$ cat src/rtl/rgb_color_fader.sv
// rgb_color_fader
// ---------------------------------------------------------------------------
// Duty-cycle generator for a three-channel RGB PWM driver. By default it
// walks a six-segment colour wheel (R->Y->G->C->B->M->R), ramping one channel
// per segment at a rate set by a prescaler. A host can load a fixed colour
// (STATIC), which holds until a resume strobe restarts the wheel.
//
// Ports
//   clk          system clock
//   reset        synchronous, active-low reset
//   enable       1 = wheel and prescaler advance; 0 = freeze (RUN only)
//   tick_final   prescaler terminal count; one ramp tick every tick_final+1 cycles
//   load         strobe: capture load_red/green/blue (clamped to MAX), enter STATIC
//   load_red     static red duty
//   load_green   static green duty
//   load_blue    static blue duty
//   resume       strobe: leave STATIC, restart wheel at segment 0 (load wins)
//   red_duty     red duty word (registered)
//   green_duty   green duty word (registered)
//   blue_duty    blue duty word (registered)
//   segment      current wheel segment 0..5
//   wrap         one-cycle pulse after segment 5 returns to 0
//   static_mode  1 while in STATIC; this is also the FSM state observation
// ---------------------------------------------------------------------------
module rgb_color_fader #(
    parameter int R          = 8,
    parameter int STEP       = 1,
    parameter int TIMER_BITS = 8
) (
    input  logic                  clk,
    input  logic                  reset,
    input  logic                  enable,
    input  logic [TIMER_BITS-1:0] tick_final,
    input  logic                  load,
    input  logic [R:0]            load_red,
    input  logic [R:0]            load_green,
    input  logic [R:0]            load_blue,
    input  logic                  resume,
    output logic [R:0]            red_duty,
    output logic [R:0]            green_duty,
    output logic [R:0]            blue_duty,
    output logic [2:0]            segment,
    output logic                  wrap,
    output logic                  static_mode
);

    localparam logic [R:0]   MAX    = {1'b1, {R{1'b0}}};
    localparam logic [R+1:0] MAX_W  = {1'b0, MAX};
    localparam logic [R+1:0] STEP_W = (R+2)'(STEP);

    typedef enum logic {
        ST_RUN    = 1'b0,
        ST_STATIC = 1'b1
    } state_t;

    state_t                state_q, state_d;
    logic [R:0]            red_q, red_d;
    logic [R:0]            green_q, green_d;
    logic [R:0]            blue_q, blue_d;
    logic [2:0]            seg_q, seg_d;
    logic                  wrap_q, wrap_d;
    logic [TIMER_BITS-1:0] cnt_q, cnt_d;

    // Ramp datapath: pick the channel owned by the current segment and
    // compute its next value with saturation at 0 / MAX.
    logic [1:0]   ramp_sel;      // 0 = red, 1 = green, 2 = blue
    logic         ramp_up;
    logic [R:0]   ramp_cur;
    logic [R+1:0] ramp_ext;
    logic [R+1:0] ramp_sum;
    logic [R+1:0] ramp_diff;
    logic [R:0]   ramp_new;
    logic         ramp_done;
    logic         tick;

    function automatic logic [R:0] clamp_max(input logic [R:0] v);
        return (v > MAX) ? MAX : v;
    endfunction

    always_comb begin
        ramp_sel = 2'd1;
        ramp_up  = 1'b1;
        case (seg_q)
            3'd0:    begin ramp_sel = 2'd1; ramp_up = 1'b1; end
            3'd1:    begin ramp_sel = 2'd0; ramp_up = 1'b0; end
            3'd2:    begin ramp_sel = 2'd2; ramp_up = 1'b1; end
            3'd3:    begin ramp_sel = 2'd1; ramp_up = 1'b0; end
            3'd4:    begin ramp_sel = 2'd0; ramp_up = 1'b1; end
            3'd5:    begin ramp_sel = 2'd2; ramp_up = 1'b0; end
            default: begin ramp_sel = 2'd1; ramp_up = 1'b1; end
        endcase

        case (ramp_sel)
            2'd0:    ramp_cur = red_q;
            2'd2:    ramp_cur = blue_q;
            default: ramp_cur = green_q;
        endcase

        // One extra bit of headroom so v+STEP never wraps before the clamp.
        ramp_ext  = {1'b0, ramp_cur};
        ramp_sum  = ramp_ext + STEP_W;
        ramp_diff = ramp_ext - STEP_W;

        if (ramp_up) begin
            ramp_new  = (ramp_sum >= MAX_W) ? MAX : ramp_sum[R:0];
            ramp_done = (ramp_new == MAX);
        end else begin
            ramp_new  = (ramp_ext >= STEP_W) ? ramp_diff[R:0] : '0;
            ramp_done = (ramp_new == '0);
        end
    end

    // >= rather than == so lowering tick_final below the running count
    // still produces a tick instead of waiting for a counter wrap.
    assign tick = (cnt_q >= tick_final);

    always_comb begin
        state_d = state_q;
        red_d   = red_q;
        green_d = green_q;
        blue_d  = blue_q;
        seg_d   = seg_q;
        cnt_d   = cnt_q;
        wrap_d  = 1'b0;

        if (load) begin
            red_d   = clamp_max(load_red);
            green_d = clamp_max(load_green);
            blue_d  = clamp_max(load_blue);
            cnt_d   = '0;
            state_d = ST_STATIC;
        end else begin
            case (state_q)
                ST_RUN: begin
                    if (enable) begin
                        if (tick) begin
                            cnt_d = '0;
                            case (ramp_sel)
                                2'd0:    red_d   = ramp_new;
                                2'd2:    blue_d  = ramp_new;
                                default: green_d = ramp_new;
                            endcase
                            if (ramp_done) begin
                                if (seg_q == 3'd5) begin
                                    seg_d  = 3'd0;
                                    wrap_d = 1'b1;
                                end else begin
                                    seg_d = seg_q + 3'd1;
                                end
                            end
                        end else begin
                            cnt_d = cnt_q + TIMER_BITS'(1);
                        end
                    end
                end
                ST_STATIC: begin
                    if (resume) begin
                        red_d   = MAX;
                        green_d = '0;
                        blue_d  = '0;
                        seg_d   = 3'd0;
                        cnt_d   = '0;
                        state_d = ST_RUN;
                    end
                end
                default: state_d = ST_RUN;
            endcase
        end
    end

    always_ff @(posedge clk) begin
        if (!reset) begin
            state_q <= ST_RUN;
            red_q   <= MAX;
            green_q <= '0;
            blue_q  <= '0;
            seg_q   <= 3'd0;
            wrap_q  <= 1'b0;
            cnt_q   <= '0;
        end else begin
            state_q <= state_d;
            red_q   <= red_d;
            green_q <= green_d;
            blue_q  <= blue_d;
            seg_q   <= seg_d;
            wrap_q  <= wrap_d;
            cnt_q   <= cnt_d;
        end
    end

    assign red_duty    = red_q;
    assign green_duty  = green_q;
    assign blue_duty   = blue_q;
    assign segment     = seg_q;
    assign wrap        = wrap_q;
    assign static_mode = (state_q == ST_STATIC);

endmodule
$ cat config.mk
export PLATFORM = sky130hd
export DESIGN_NAME = rgb_color_fader
export DESIGN_NICKNAME = d
export VERILOG_FILES = /design/src/rtl/rgb_color_fader.sv
export SDC_FILE = /design/constraint.sdc
export NUM_CORES = 1
export LEC_CHECK = 0
export CAP_MARGIN = 40
export CORE_MARGIN = 4
export CORE_UTILIZATION = 45
export DETAILED_ROUTE_END_ITERATION = 7
export GPL_ROUTABILITY_DRIVEN = 0
export PLACE_DENSITY = 0.73
export SLEW_MARGIN = 10
export SYNTH_ARGS = -nofsm -noshare
export SYNTH_HDL_FRONTEND = slang
export SYNTH_SLANG_ARGS = --single-unit
$ cat constraint.sdc
create_clock -name clk -period 4.57 [get_ports clk]
set_input_delay 0.914 -clock clk [delete_from_list [all_inputs] [get_ports clk]]
set_output_delay 0.914 -clock clk [all_outputs]
set_load 0.02 [all_outputs]
# After elaboration in Yosys (flattened, before gate mapping)
# Index checks and enable logic that the tools add are counted.
# op_classes
addsub,4
mul,0
n_div,0
order_cmp,6
eq_ne,17
shift,0
muxes,40
bitwise_logic,6
reduce_logical,13
# ops
op,count
$mux W9,20
$pmux W9 S2,4
$gt A9 B9 Y1 const B,3
$mux W8,3
$pmux W8 S2,1
$mux W3,5
$ne A3 B3 Y1 const B,4
$reduce_and A4 Y1,3
$add A9 B1 Y10 const B,1
$ge A10 B9 Y1 const B,1
$eq A9 B9 Y1 const B,1
$ge A9 B1 Y1 const B,1
$logic_not A9 Y1,1
$sub A9 B1 Y9 const B,1
$add A8 B1 Y8 const B,1
$ge A8 B8 Y1,1
$ne A2 B2 Y1 const B,4
$reduce_or A2 Y1,4
$eq A3 B2 Y1 const B,2
$eq A3 B3 Y1 const B,2
$ne A3 B2 Y1 const B,2
$not A1 Y1,6
$pmux W3 S2,1
$reduce_or A6 Y1,1
9 further kinds,13
# word_totals
reg_bits,40
latchBits,0
ramBits,0
mem_bits_ro,0
input_bits,40
memories,0

# Longest topological paths before layout
# Gate-level depths: netlist of run 1.
# logic_depth
ltp_word,14
depth_mapped,13
ltp_nobuf,11

# Worst setup path before layout of run 1
# OpenSTA, ideal clock, no wires.
# synth_timing
path_kind,reg2reg
startpoint,register seg_q[2] (netlist: segment[2])
endpoint,register green_q[1] (netlist: green_duty[1])
arrival_ps,2760
t_required_ps,4496
path_slack_ps,1736
path_stages_with_launch,13
path_buffers,2
cell_sequence,dfxtp_1 -> and3b_1 -> a21oi_2 -> buf_6 -> o221ai_2 -> inv_2 -> ha_1 -> and3_1 -> a311o_1 -> o31a_1 -> buf_2 -> a221o_1 -> a31oi_1
# synth_between
elab_chain_len,14
# synth_rtl
element,line,source
from (decl),60,"logic [2:0] seg_q, seg_d;"
from (signal assigned),185,seg_q <= seg_d;
"$eq A3 B3 Y1, or another cell as far along",83,case (seg_q)
$reduce_or A2 Y1 (no source line),n/a,
$pmux W2 S2,83,
$eq A2 B2 Y1 / $logic_not A2 Y1 (equally long branches),"93, 138",
$pmux W9 S2,93,case (ramp_sel)
$add A9 B1 Y10,101,ramp_sum = ramp_ext + STEP_W;
$ge A10 B9 Y1,105,ramp_new = (ramp_sum >= MAX_W) ? MAX : ramp_sum[R:0];
$mux W9,105,
$mux W9,104,if (ramp_up) begin
$mux W9,138,case (ramp_sel)
$mux W9,136,if (tick) begin
$mux W9,135,if (enable) begin
$pmux W9 S2,133,case (state_q)
$mux W9,126,if (load) begin
to (signal assigned),183,green_q <= green_d;
to (decl),58,"logic [R:0] green_q, green_d;"
# Parallel ways exist; a longest one is shown, timed or not. The select of a mux whose other input is x is not followed.
# A chain may end at the register's enable or synchronous reset.

# Worst setup path after layout of run 1
# layout_timing
startpoint,register seg_q[0] (netlist: segment[0])
endpoint,register red_q[2] (netlist: red_duty[2])
# layout_between
elab_chain_len,14
# layout_rtl
element,line,source
"$eq A3 B3 Y1, or another cell as far along",83,
$reduce_or A2 Y1 (no source line),n/a,
$pmux W2 S2,83,
$eq A2 B2 Y1 / $logic_not A2 Y1 (equally long branches),"93, 138",
$pmux W9 S2,93,
$add A9 B1 Y10,101,
$ge A10 B9 Y1,105,
$mux W9,105,
$mux W9,104,
$mux W9,138,
$mux W9,136,
$mux W9,135,
$pmux W9 S2,133,
$mux W9,126,
to (signal assigned),182,red_q <= red_d;
to (decl),57,"logic [R:0] red_q, red_d;"
# Parallel ways exist; a longest one is shown, timed or not. The select of a mux whose other input is x is not followed.

==> flow_summary_export.csv, run 1 <==
group,metric,value,unit
setup_path,crit_required,4790,ps
die,coreArea,6490,sq um
placed_design,port_buffers,71,
synthesis,synth_most_common_cell,"nand2_1",
detailed_routing,ant_nets,0,
sta,fmax,0.274,GHz
sta,slew_headroom,41.4,%
clocking,cts.sinks,40,
setup_path,cp-end-kind,"flop",
detailed_routing,via_per_inst,6.07,
cells_and_area,layout.nets,508,
cells_and_area,design_area,3840,sq um
power_and_ir_drop,power.leakage,0.00147,uW
die,io_pins,72,
clocking,post_cts_resized,0,
sta,drv_slew,0,
setup_path,path_max_fanout,22,
worst_hold_path,hold_class,"reg2reg",
die,die-area,8210,sq um
clocking,clock_latency,290,ps
global_routing,antenna_found_initial,0,
synthesis,ys_async_sr_fraction,0,%
placed_design,placed_cell_area,3770,sq um
setup_path,cp.arrival,3870,ps
cells_and_area,diodes,0,
global_routing,grt_util_all_layers,22.6,%
synthesis,synthFlopType,"dfxtp_1",
sta,setup_viol,0,
global_routing,grt_pass1_wl,15400,um
synthesis,yosys_warnings,0,
clocking,cts_setup_buffers,0,
setup_path,cp-start-kind,"flop",
sta,fin_skew,8.57,ps
die,row_count,29,
power_and_ir_drop,max-vdd-ir-drop,0.110,mV
detailed_routing,first_pass_iters,5,
sta,min_period_over_period,80.0,%
clocking,clock_path_buffers,2,
synthesis,synth_seq_cells,40,
detailed_routing,drt_iter0_markers,213,
power_and_ir_drop,p_total,888,uW
synthesis,synthesis.area,3070,sq um
synthesis,synth_edf_count,0,
clocking,cts-buffers-inserted,5,
synthesis,synth_area_leaders,"dfxtp_1 26%, nand2_1 7.3%, ha_1 5.3%, o21ai_0 4.4%, a31oi_1 4.1%",
sta,finalSetupTns,0,ps
clocking,cts_root_buffer,"clkbuf_8",
global_routing,grt_max_degree,30,
global_routing,grt_pass1_vias,3065,
synthesis,syn_avg_cell_area,7.71,sq um
sta,rsz0062_at_grt,"false",
synthesis,netlist_instances,398,
cells_and_area,layout-drive-gt1-share,7.91,%
sta,period_needed,3660,ps
die,initial_core_util,47.3,%
placed_design,dp_hpwl,7170,um
synthesis,ys_seq_area_share,26.1,%
sta,tightest_slew,878,ps
clocking,cts_tree,"yes",
power_and_ir_drop,powerDensity,231,nW/um^2
detailed_routing,wl_per_cell,17.5,um
clocking,path_clk_slew,80,ps
clocking,h-tree-depth,2,
detailed_routing,wl,9320,um
global_routing,grt.overflow.total,0,
synthesis,yosysTopAreaCellShare,26.1,%
die,fp.dieW,90.6,um
synthesis,synth_nets,451,
sta,final-hold-violation-count,0,
synthesis,synth_common_cells,"60 x nand2_1, 40 x dfxtp_1, 27 x nor2_1, 27 x o21ai_0, 23 x inv_1",
cells_and_area,area_growth,25.2,%
detailed_routing,drcViolationCount,0,
job,cap_violations,0,
outcome,status,"finished, final reports clean",
synthesis,synth_cell_type_count,67,
die,die_y,90.6,um
clocking,ctsHoldBuffers,0,
synthesis,yosys.area.top_type,"dfxtp_1",
cells_and_area,fin_util,59.2,%
sta,hold_ws,533,ps
detailed_routing,vias,3229,
setup_path,worstSetupPathType,"reg2reg",
## report_power, final
group / switching (uW) / total (uW) / internal (uW)
registers: 25.2 / 392 / 367
logic: 143 / 267 / 124
clock network: 125 / 229 / 104
## routing by layer
layer | up-vias | GRT usage [%] | routed length (um)
met2 | 127 | 35.1 | 4250
li1 | 1566 | - | -
met5 | - | 0 | 0
met4 | 0 | 7.78 | 235
met3 | 15 | 3.83 | 631
met1 | 1521 | 31.6 | 4210
## area by class of cell
type	count	area, sq um
flip-flops and latches	40	801
clock inverters	1	5.00
well taps	77	96.3
fillers	597	2650
inverters	24	90.1
multi-input cells	310	2050
clock buffers	6	72.6
repair buffers	74	733
## logic make-up (layout without fill, tap and decap cells)
logic type / Yosys count / count (layout) / share of synthesized area, %
mux: 12 / 12 / 4.52
xor+xnor: 13 / 13 / 3.95
simple gates: 147 / 147 / 23.1
buf+inv: 48 / 105 / 7.29
compound gates: 125 / 125 / 29.7
flops: 40 / 40 / 26.1
fa+ha+maj: 13 / 13 / 5.30
## critical path, stage by stage (launching register included)
cell and delay (ps):
dfxtp_1 810, nor2_2 190, a21oi_2 550, o221ai_2 260
inv_2 140, ha_1 180, and3_1 230, nand3_1 150
o31a_1 450, o22ai_1 270, nand2_1 150, a31oi_1 200
## placed cells by master, fill, tap and decap left out, drive strengths merged, types with 3 or more instances in the layout
cell	synthesis	final
a21o	6	6
a21oi	10	10
a2bb2oi	3	3
a31o	4	4
a31oi	20	20
and4	3	3
buf	15	3
clkbuf	9	6
clkdlybuf4s50	0	71
dfxtp	40	40
ha	13	13
inv	24	24
mux2i	10	10
nand2	60	60
nand3	9	9
nand3b	4	4
nand4	5	5
nor2	29	29
nor2b	7	7
nor3	11	11
nor4	3	3
o211a	3	3
o211ai	7	7
o21a	3	3
o21ai	38	38
o221a	7	7
o221ai	5	5
o22ai	3	3
o31a	3	3
o31ai	3	3
or2	3	3
or4	4	4
xnor2	8	8
xor2	5	5
## sequential cells by signal, indices dropped and copies added, names as in the netlist
| name | cells |
|---|---|
| blue_duty | 9 |
| cnt_q | 8 |
| static_mode | 1 |
| segment | 3 |
| green_duty | 9 |
| wrap | 1 |
| red_duty | 9 |
## stage by stage
step / std cells / setup slack, ps
2_1_floorplan: 398 / 1740
3_3_place_gp: 525 / 1080
3_5_place_dp: 525 / 965
4_1_cts: 532 / 966
5_1_grt: 532 / 553
6_report: 532 / 914
## path summary, 6_finish.rpt
| path | from | slack, ps | cells past startpoint | endpoint |
|---|---|---|---|---|
| worst max-delay path | segment[0] | 910 | 11 | red_duty[2] |
| worst min-delay path | cnt_q[7] | 530 | 2 | cnt_q[7] |
| worst max register to register | segment[0] | 910 | 11 | red_duty[2] |
| worst min register to register | cnt_q[7] | 530 | 2 | cnt_q[7] |
Note: power is estimated with default switching activity, not from simulation.
==> run 2: changes to the inputs <==
==> constraint.sdc (replaced) <==
create_clock -name clk -period 3.4 [get_ports clk]
set_input_delay 0.68 -clock clk [delete_from_list [all_inputs] [get_ports clk]]
set_output_delay 0.68 -clock clk [all_outputs]
set_load 0.02 [all_outputs]
==> flow_summary_export.csv, run 2 (same netlist as run 1, synthesis figures left out) <==
group,metric,value,unit
detailed_routing,first_pass_iters,5,
clocking,ctsHoldBuffers,0,
global_routing,antenna_found_initial,0,
sta,slew_headroom,44.3,%
placed_design,port_buffers,71,
detailed_routing,drt_iter0_markers,261,
setup_path,reg2reg_from,"segment[2]",
global_routing,grt_pass1_vias,3144,
sta,fmax,0.320,GHz
die,row_count,29,
detailed_routing,wl_per_cell,17.9,um
die,io_pins,72,
die,initial_core_util,47.3,%
worst_hold_path,min_to,"cnt_q[7]",
detailed_routing,wl,9800,um
setup_path,r2r_cells,12,
cells_and_area,design_area,3990,sq um
power_and_ir_drop,powerDensity,332,nW/um^2
worst_hold_path,hold_class,"reg2reg",
clocking,post_cts_resized,0,
sta,setup_viol,0,
job,cap_violations,0,
sta,drv_slew,0,
cells_and_area,layout_commonest_cell,"clkdlybuf4s50_1",
power_and_ir_drop,max-vdd-ir-drop,0.169,mV
sta,rsz0062_at_grt,"false",
sta,fin_ws,274,ps
clocking,cts-buffers-inserted,5,
clocking,h-tree-depth,2,
sta,finalSetupTns,0,ps
detailed_routing,via_per_inst,6.15,
cells_and_area,layout-drive-gt1-share,11.1,%
sta,period_needed,3130,ps
clocking,cts.sinks,40,
sta,hold_ws,547,ps
die,fp.dieW,90.6,um
clocking,cts_setup_buffers,0,
setup_path,cp-end-kind,"flop",
clocking,clock_latency,310,ps
setup_path,cp.arrival,3350,ps
setup_path,cp-start-kind,"flop",
outcome,status,"finished, final reports clean",
cells_and_area,diodes,0,
die,die_y,90.6,um
power_and_ir_drop,power.leakage,0.00156,uW
setup_path,crit_required,3630,ps
global_routing,grt_pass1_wl,16000,um
sta,min_period_over_period,91.9,%
clocking,cts_root_buffer,"clkbuf_8",
global_routing,grt_util_all_layers,23.7,%
worst_hold_path,hold_path_depth,2,
sta,tightest_slew,833,ps
clocking,path_clk_slew,90,ps
placed_design,placed_cell_area,3870,sq um
global_routing,grt_max_degree,32,
setup_path,timing.rr.end,"blue_duty[4]",
clocking,clock_path_buffers,2,
detailed_routing,drcViolationCount,0,
setup_path,r2r_setup_slack,270,ps
detailed_routing,ant_nets,0,
placed_design,pre_cts_ws,314,ps
setup_path,worstSetupPathType,"reg2reg",
sta,final-hold-violation-count,0,
cells_and_area,area_growth,30.0,%
global_routing,grt.overflow.total,0,
detailed_routing,vias,3363,
die,die-area,8210,sq um
cells_and_area,layout.nets,522,
cells_and_area,n_fill_cell,583,
die,coreArea,6490,sq um
worst_hold_path,min_from,"cnt_q[7]",
sta,fin_skew,11.1,ps
power_and_ir_drop,p_total,1320,uW
placed_design,dp_hpwl,7490,um
cells_and_area,final_cell_mix,"71 x clkdlybuf4s50_1, 60 x nand2_1, 40 x dfxtp_1",
setup_path,path_max_fanout,9,
clocking,cts_tree,"yes",
-- run 2: cell types whose count changed in the layout (fill, tap and decap cells not counted) --
cell,delta
bufinv_16,+1
clkinv_2,-1
clkinv_4,+1
clkbuf_1,-1
buf_4,+14
clkbuf_8,+1
-- run 2: layout make-up --
type / instances / area [sq um] / area share (%)
multi-input combinational: 310 / 2050 / 51.2
timing repair buffer: 88 / 838 / 21.0
sequential: 40 / 801 / 20.1
tap: 77 / 96.3 / 2.41
inverter: 24 / 90.1 / 2.26
clock buffer: 6 / 82.6 / 2.07
clock inverter: 2 / 38.8 / 0.971
-- run 2: routing by layer --
metal  part of all wire (%)  vias up  GRT usage, %  wire length [um]
li1                       -     1602             -                 -
met1                     45     1607          33.1              4400
met2                     45      138          37.3              4450
met3                    8.0       16          4.25               783
met4                    1.8        0          6.63               172
met5                      0        -             0                 0
-- run 2: where the power goes --
part	total (uW)	internal, uW	switching (uW)
clock	427	240	187
sequential	527	493	33.7
combinational	371	173	198
-- run 2: worst max-delay path, cell delays in order, from the launching register on --
cell and delay (ps):
dfxtp_1 410, buf_4 200, nand2_1 220, a2bb2oi_1 240, o211ai_2 190, inv_1 120, ha_1 190, and3_1 230
nand3_1 160, o31a_1 440, o22ai_1 240, nand2_1 170, a31oi_1 230
-- run 2: worst max-delay path by stage --
stage               slack [ps]     startpoint            end
finish                     270     segment[2]   blue_duty[4]
global route                70     segment[2]     segment[0]
CTS                        320     segment[2]   blue_duty[4]
detailed placement         310  tick_final[0]   blue_duty[5]
global placement           320  tick_final[0]  green_duty[6]
floorplan                  570     segment[2]  green_duty[1]
-- run 2: through the flow --
stage               utilization [%]  std cells
floorplan                         -        398
global placement               59.6        539
detailed placement             59.6        539
CTS                            61.5        547
global route                   61.5        547
finish                         61.5        547
